$ cat config.mk
export PLATFORM = sky130hd
export DESIGN_NAME = elastic_pipe_reg_flat
export DESIGN_NICKNAME = d
export VERILOG_FILES = /design/src/rtl/elastic_pipe_reg_pkg.sv /design/src/rtl/elastic_pipe_reg_if.sv /design/src/rtl/elastic_pipe_reg_stage.sv /design/src/rtl/elastic_pipe_reg.sv /design/src/flat_wrapper.sv
export SDC_FILE = /design/constraint.sdc
export NUM_CORES = 1
export LEC_CHECK = 0
export BUFFER_PORTS_ARGS = -buffer_cell sky130_fd_sc_hd__clkbuf_2
export CAP_MARGIN = 10
export CORE_MARGIN = 10
export CORE_UTILIZATION = 32
export DETAILED_ROUTE_END_ITERATION = 10
export GPL_ROUTABILITY_DRIVEN = 0
export PLACE_DENSITY = 0.6
export RECOVER_POWER = 25
export SYNTH_ARGS = -nofsm -noshare
export SYNTH_HDL_FRONTEND = slang
export SYNTH_SLANG_ARGS = --single-unit
export TNS_END_PERCENT = 30
$ cat constraint.sdc
create_clock -name clk -period 1.2 [get_ports clk]
set_input_delay 0.36 -clock clk [delete_from_list [all_inputs] [get_ports clk]]
set_output_delay 0.36 -clock clk [all_outputs]
set_load 0.05 [all_outputs]
$ cat src/rtl/elastic_pipe_reg_pkg.sv
// Shared constants for the elastic pipeline register: occupancy-count width
// helper and the stall-counter width / saturation value.
package elastic_pipe_pkg;

    localparam int STALL_W = 32;
    localparam logic [STALL_W-1:0] STALL_MAX = '1;

    // Bits needed to hold an occupancy of 0..depth inclusive.
    function automatic int count_width(input int depth);
        return $clog2(depth + 1);
    endfunction

endpackage

$ cat src/rtl/elastic_pipe_reg_if.sv
// Handshake bundle for elastic_pipe_reg: upstream val/rdy/msg and downstream
// val/rdy/msg. The slave modport is the register's view, master is the environment's.
interface elastic_pipe_reg_if #(
    parameter int p_nbits = 32
);
    logic               in_val;
    logic               in_rdy;
    logic [p_nbits-1:0] in_msg;
    logic               out_val;
    logic               out_rdy;
    logic [p_nbits-1:0] out_msg;

    modport slave (
        input  in_val, in_msg, out_rdy,
        output in_rdy, out_val, out_msg
    );

    modport master (
        output in_val, in_msg, out_rdy,
        input  in_rdy, out_val, out_msg
    );
endinterface

$ cat src/rtl/elastic_pipe_reg_stage.sv
// One elastic stage: a valid bit plus a data register, ready whenever empty or
// when the stage downstream is ready.
module elastic_pipe_stage #(
    parameter int                 p_nbits       = 32,
    parameter logic [p_nbits-1:0] p_reset_value = '0
) (
    input  logic               clk,
    input  logic               reset,
    input  logic               flush,
    input  logic               up_val,
    input  logic [p_nbits-1:0] up_msg,
    input  logic               dn_rdy,
    output logic               val,
    output logic [p_nbits-1:0] msg,
    output logic               rdy
);
    logic               val_q, val_d;
    logic [p_nbits-1:0] msg_q, msg_d;

    assign rdy = !val_q || dn_rdy;
    assign val = val_q;
    assign msg = msg_q;

    // Data only loads on a valid upstream beat so a drained stage keeps its last message.
    always_comb begin
        val_d = val_q;
        msg_d = msg_q;
        if (flush) begin
            val_d = 1'b0;
        end else if (rdy) begin
            val_d = up_val;
            if (up_val) begin
                msg_d = up_msg;
            end
        end
    end

    always_ff @(posedge clk) begin
        if (reset) begin
            val_q <= 1'b0;
            msg_q <= p_reset_value;
        end else begin
            val_q <= val_d;
            msg_q <= msg_d;
        end
    end
endmodule

$ cat src/rtl/elastic_pipe_reg.sv
// Multi-stage flushable elastic pipeline register with a combinational ready chain.
// Optional stall counter enabled by ELASTIC_PIPE_REG_PERF_EN.
module elastic_pipe_reg
    import elastic_pipe_pkg::*;
#(
    parameter int                 p_nbits       = 32,
    parameter int                 p_depth       = 2,
    parameter logic [p_nbits-1:0] p_reset_value = '0
) (
    input  logic                             clk,
    input  logic                             reset,
    input  logic                             flush,
    elastic_pipe_reg_if.slave                bus,
    output logic [count_width(p_depth)-1:0]  count
`ifdef ELASTIC_PIPE_REG_PERF_EN
   ,output logic [STALL_W-1:0]               stall_cycles
`endif
);
    localparam int CW = count_width(p_depth);

    // Index 0 is the upstream port; index gi+1 is the output of stage gi.
    logic [p_depth:0]   val_w;
    logic [p_nbits-1:0] msg_w [p_depth+1];
    logic [p_depth:0]   rdy_w;
    logic               blocked;
    logic               out_val_w;

    assign val_w[0]       = bus.in_val;
    assign msg_w[0]       = bus.in_msg;
    assign rdy_w[p_depth] = bus.out_rdy;

    genvar gi;
    generate
        for (gi = 0; gi < p_depth; gi++) begin : g_stage
            elastic_pipe_stage #(
                .p_nbits       (p_nbits),
                .p_reset_value (p_reset_value)
            ) u_stage (
                .clk    (clk),
                .reset  (reset),
                .flush  (flush),
                .up_val (val_w[gi]),
                .up_msg (msg_w[gi]),
                .dn_rdy (rdy_w[gi+1]),
                .val    (val_w[gi+1]),
                .msg    (msg_w[gi+1]),
                .rdy    (rdy_w[gi])
            );
        end
    endgenerate

    // Reset and flush both suppress transfers on either port in the same cycle.
    assign blocked     = reset || flush;
    assign out_val_w   = val_w[p_depth] && !blocked;
    assign bus.in_rdy  = rdy_w[0] && !blocked;
    assign bus.out_val = out_val_w;
    assign bus.out_msg = msg_w[p_depth];

    always_comb begin
        count = '0;
        for (int i = 1; i <= p_depth; i++) begin
            count = count + CW'(val_w[i]);
        end
    end

`ifdef ELASTIC_PIPE_REG_PERF_EN
    logic [STALL_W-1:0] stall_q, stall_d;

    always_comb begin
        stall_d = stall_q;
        if (out_val_w && !bus.out_rdy && stall_q != STALL_MAX) begin
            stall_d = stall_q + 1'b1;
        end
    end

    always_ff @(posedge clk) begin
        if (reset) begin
            stall_q <= '0;
        end else begin
            stall_q <= stall_d;
        end
    end

    assign stall_cycles = stall_q;
`endif
endmodule

$ cat src/flat_wrapper.sv
// flat-port wrapper written by rule: the top's interface ports become plain ports
module elastic_pipe_reg_flat import elastic_pipe_pkg::*;
#(
    parameter int                 p_nbits       = 32,
    parameter int                 p_depth       = 2,
    parameter logic [p_nbits-1:0] p_reset_value = '0
)
  (clk, reset, flush, count, bus_in_val, bus_in_msg, bus_out_rdy, bus_in_rdy, bus_out_val, bus_out_msg);
  elastic_pipe_reg_if #(.p_nbits(p_nbits)) bus_i ();
  input  logic clk;
  input  logic reset;
  input  logic flush;
  output logic [count_width(p_depth)-1:0] count;
  input wire logic [$bits(bus_i.in_val)-1:0] bus_in_val;
  input wire logic [$bits(bus_i.in_msg)-1:0] bus_in_msg;
  input wire logic [$bits(bus_i.out_rdy)-1:0] bus_out_rdy;
  output wire logic [$bits(bus_i.in_rdy)-1:0] bus_in_rdy;
  output wire logic [$bits(bus_i.out_val)-1:0] bus_out_val;
  output wire logic [$bits(bus_i.out_msg)-1:0] bus_out_msg;
  assign bus_i.in_val = bus_in_val;
  assign bus_i.in_msg = bus_in_msg;
  assign bus_i.out_rdy = bus_out_rdy;
  assign bus_in_rdy = bus_i.in_rdy;
  assign bus_out_val = bus_i.out_val;
  assign bus_out_msg = bus_i.out_msg;
  elastic_pipe_reg #(.p_nbits(p_nbits), .p_depth(p_depth), .p_reset_value(p_reset_value)) u_core (.clk(clk), .reset(reset), .flush(flush), .bus(bus_i), .count(count));
endmodule
Word level (Yosys, flattened, before mapping). Index checks and enable logic that the tools add are counted.

Add/subtract/negate cells: 1. $mul: 0. Divide/modulo/power cells: 0. Order comparisons: 0. Eq/ne operators: 0. Shift operators: 0. Mux-type cells: 0. Bitwise logic cells: 1. Reductions and logical operators: 11.

Operator list (count): $reduce_and 3->1 (2); $logic_not 1->1 (3); $logic_or 1x1->1 (3); $add 1x1->2 (1); $logic_and 1x1->1 (2); $reduce_or 2->1 (1); $not 1->1 (1).

Bits in registers: 66. Latch bits: 0. Memory bits (writable): 0. Memory bits (read-only): 0. Word-level logic and storage cells: 17. Memories kept: 0.

Longest topological paths before layout.
Depth in word-level cells: 4. Mapped depth: 5. Mapped depth without buffers: 3.

Modules after synthesis. Synthesis repeated with hierarchy kept, for this count alone.

Cell total of the unflattened synthesis: 293. Area total of the unflattened synthesis: 3065.4 um^2.

By module, submodules not included: elastic_pipe_stage (instances 2, cells each 145, area each 1519.0 um^2, sequential area each 660.6 um^2); elastic_pipe_reg (instances 1, cells each 3, area each 27.5 um^2, sequential area each 0.0 um^2).

Least setup slack after synthesis. OpenSTA, ideal clock, no wires.

Kind: reg-to-output. Start: register u_core.g_stage[1].u_stage.val_q. End: output port bus_in_rdy. Data arrival time: 1.922 ns. Setup slack: -1.082 ns. Stages on the path, launching flop included: 5. Buffers on the path: 2. Path through: dfxtp_1 -> nor2b_4 -> buf_6 -> buf_2 -> a211oi_1.

Longest elaborated chain between the ends: 4.

Ends and longest elaborated chain: start, declared (line elastic_pipe_reg_stage.sv:17) `logic val_q, val_d;`; start signal, assigned (line elastic_pipe_reg_stage.sv:43) `val_q <= val_d;`; $logic_not 1->1 (line elastic_pipe_reg_stage.sv:20) `assign rdy = !val_q || dn_rdy;`; $logic_or 1x1->1 (2 in series) (line elastic_pipe_reg_stage.sv:20); $logic_and 1x1->1 (line elastic_pipe_reg.sv:55) `assign bus.in_rdy = rdy_w[0] && !blocked;`; end, declared (line flat_wrapper.sv:17) `output wire logic [$bits(bus_i.in_rdy)-1:0] bus_in_rdy;`.

No other way between the ends.

Worst setup path after layout. Ends and elaborated chain as after synthesis.

==> out/qor.log <==
[run_status] run status finished, violations left
[run_status] violations in the final reports negative setup slack
[global_routing] pin count of the biggest net entering global routing 54
[critical_path] Register-to-Register Path Depth 6
[pwr] total power divided by cell area 1114 nW/um^2
[global_routing] vias in the first global route 2,459
[yosys] net count after synthesis 337
[layout] # diodes 0
[layout] fill count 763
[layout] Layout area overhead 55.68%
[sta] Final Max Slew Viols 0
[sta] Slew @ Worst Pin 413.9 ps
[clock_tree] later-pin clock latency in the skew report 340 ps
[critical_path] FF-to-FF Start u_core.g_stage[1].u_stage.val
[worst_hold_path] type of the tightest min-delay check input port to flop
[yosys] YS warnings 0
[clock_tree] clock transition at the registers of the reported paths 80 ps
[die] Core Rows 34
[worst_hold_path] launch instance of the worst min-delay path bus_in_msg[28]
[clock_tree] buffers from clock root to sink, at most 2
[layout] most frequent standard cell in the layout excluding fill and tap cells sky130_fd_sc_hd__nand2b_1
[layout] fraction of final layout cells with drive strength greater than 1 39.79%
[yosys] synthesized netlist cell count 299
[sta] clock tree skew after final layout 9.322 ps
[worst_hold_path] capture endpoint of the worst hold path u_core.g_stage[0].u_stage.msg[28]
[pwr] power after layout 0.004891 W
[critical_path] launching element type of the critical path flop
[die] area of the die 12,970 um^2
[sta] count of final hold-check violations 0
[yosys] cell types occupying the most area after synthesis sky130_fd_sc_hd__dfxtp_1, sky130_fd_sc_hd__nand2b_1, sky130_fd_sc_hd__mux2i_1, sky130_fd_sc_hd__a21oi_1, sky130_fd_sc_hd__nand3_1
[clock_tree] count of hold-fix buffers inserted at cts 0
[clock_tree] clock tree root driver cell sky130_fd_sc_hd__clkbuf_8
[routing] starting DRC count in detailed routing 63
[critical_path] arrival time at the worst endpoint 1240 ps
[critical_path] WS Path Type flop to primary output
[sta] Worst slew margin 72.40%
[layout] most frequent cells in the layout sky130_fd_sc_hd__nand2b_1, sky130_fd_sc_hd__clkbuf_2, sky130_fd_sc_hd__clkbuf_16
[critical_path] data required time of the worst path 840 ps
[sta] setup repair after global routing missed its margin yes
[critical_path] Critical Path Start u_core.g_stage[1].u_stage.val
[routing] vias per std cell 4.849
[clock_tree] clock net sink count 66
[die] Core Region 8636 um^2
[yosys] total of flip-flops plus latches after synthesis 66
[global_routing] total routing usage reported by global routing 11.48%
[critical_path] capture point of the worst reg-to-reg path u_core.g_stage[0].u_stage.msg[20]
[critical_path] category of the worst setup path capture point primary output
[yosys] cell type with the highest aggregate area in the netlist sky130_fd_sc_hd__dfxtp_1
[yosys] Syn Area/Cell 9.432 um^2
[sta] PnR worst setup slack -396.7 ps
[clock_tree] TritonCTS clock tree done
[die] starting density of the core 32.66%
[routing] DR DRC count 0
[layout] number of nets at the end of the flow 410
[routing] count of antenna-violating nets left after detailed routing 0
[sta] setup violation total in the final timing report 59
[clock_tree] # H-tree levels 3
[placement] worst slack at placement -199.2 ps
[pwr] peak supply drop 0.0009999 V
[worst_hold_path] number of stages on the worst hold path 3
[pwr] Pleak 1.658 nW
[sta] minimum period implied by the final worst setup slack 1597 ps
[yosys] area share of the largest cell type after synthesis 46.85%
[routing] detailed-route via count 2,352
[yosys] area of the mapped netlist 2820 um^2
[critical_path] register-to-register setup slack -180 ps
[placement] detailed placer's ending HPWL 4.706 mm
[global_routing] total overflow reported by the global router 0
[critical_path] largest fanout of any net on the critical path 3
[sta] period utilization 133.1%
[yosys] register area share after synthesis 46.85%
[routing] Avg WL per Cell 15.92 um
[global_routing] antenna violations before repair 0
[placement] total of buffers placed on input and output ports 72
[global_routing] first-pass GRT wire length 12.21 mm
[sta] highest clock rate 0.6263 GHz
[clock_tree] number of buffers added by the clock tree synthesis step 9
[routing] number of optimization iterations in the first detailed-route pass 4
[sta] setup TNS after final layout -5967 ps
[die] Vert. Die Dim 113.9 um
[routing] routed wire length 7.721 mm
[die] die boundary width 113.9 um
[yosys] Cell variety after synth 22
[run] Max-cap violations 0
[die] number of I/O pins 73
-- per-layer routing --
layer  GRT usage (%)  up-vias  part of all wire [%]  wire (um)
met5               0        -                     0          0
met4           3.008        0                  0.79         61
met3           5.669        4                   6.9        529
met2           19.28       66                    50       3866
met1           12.62     1120                    42       3263
li1                -     1162                     -          -
-- through the flow --
step / utilization, % / instance area [um^2] / cells / hold WS, ps
6_report: 50.84 / 4390 / 485 / 255.4
5_1_grt: 50.84 / 4390 / 485 / 235.2
4_1_cts: 49.54 / 4278 / 481 / 239.5
3_5_place_dp: 39.12 / 3378 / 465 / 459.0
3_3_place_gp: 39.12 / 3378 / 465 / 448.9
2_1_floorplan: - / 2872 / 299 / 431.8
-- cell usage after synthesis --
master / count
sky130_fd_sc_hd__buf_1: 3
sky130_fd_sc_hd__buf_12: 3
sky130_fd_sc_hd__nand2b_2: 1
sky130_fd_sc_hd__clkbuf_1: 11
sky130_fd_sc_hd__nand2b_1: 65
sky130_fd_sc_hd__buf_6: 4
sky130_fd_sc_hd__a21oi_1: 33
sky130_fd_sc_hd__buf_2: 7
sky130_fd_sc_hd__a21oi_4: 1
sky130_fd_sc_hd__mux2i_1: 32
sky130_fd_sc_hd__nor3b_1: 1
sky130_fd_sc_hd__or2b_1: 1
sky130_fd_sc_hd__nor2_1: 1
sky130_fd_sc_hd__dfxtp_1: 66
sky130_fd_sc_hd__nor3_1: 2
sky130_fd_sc_hd__nor2b_1: 1
sky130_fd_sc_hd__nor2b_4: 1
sky130_fd_sc_hd__ha_1: 1
sky130_fd_sc_hd__a211oi_1: 1
sky130_fd_sc_hd__o21ai_0: 27
sky130_fd_sc_hd__o21ai_1: 5
sky130_fd_sc_hd__nand3_1: 32
-- critical path, cell delays in order (launching register included) --
cell,delay (ps)
sky130_fd_sc_hd__dfxtp_2,330
sky130_fd_sc_hd__nor2b_4,130
sky130_fd_sc_hd__a211oi_4,260
sky130_fd_sc_hd__buf_12,170
-- where the power goes --
part | switching, W | leakage, nW | internal (W)
combinational | 0.000231 | 0.995 | 0.000249
clock | 0.000893 | 0.109 | 0.00123
sequential | 0.0000372 | 0.554 | 0.00225
-- sequential cells by signal, summed over array words and instances (netlist names) --
| name | cells |
|---|---|
| u_core.g_stage.u_stage.msg | 64 |
| u_core.g_stage.u_stage.val | 2 |
-- what timing repair did --
action                                  in CTS  in global routing
pin swaps                                    0                  2
setup buffers                                0                  2
resized for setup                          129                 15
gates cloned                                 0                  2
endpoints found under the setup margin      93                 98
-- worst max path at each step --
stage / slack, ps / end
final: -400 / bus_in_rdy
after global routing: -450 / bus_in_rdy
after CTS: -420 / bus_in_rdy
after detailed placement: -200 / u_core.g_stage[0].u_stage.msg[30]
after global placement: -140 / u_core.g_stage[0].u_stage.msg[20]
after floorplan: -350 / bus_in_rdy
-- kinds of logic (layout without fill, tap and decap cells) --
logic type	after synthesis	after routing	share of synthesized area, %
adder cells (fa/ha/maj)	1	1	0.4436
AND/OR/NAND/NOR	105	105	22.14
AO/OA/AOI/OAI	67	67	12.38
flip-flops	66	66	46.85
multiplexers	32	32	11.36
buffers and inverters	28	106	6.832
-- final cells by class --
type	instances	area, um^2	share of cell area, %
multi-input combinational	205	1348	30.69
clock buffer	10	137.6	3.135
tap	108	135.1	3.078
sequential	66	1369	31.18
timing repair buffer	90	1313	29.89
clock inverter	6	88.84	2.023
No activity file was read; power rests on OpenSTA's default activity.
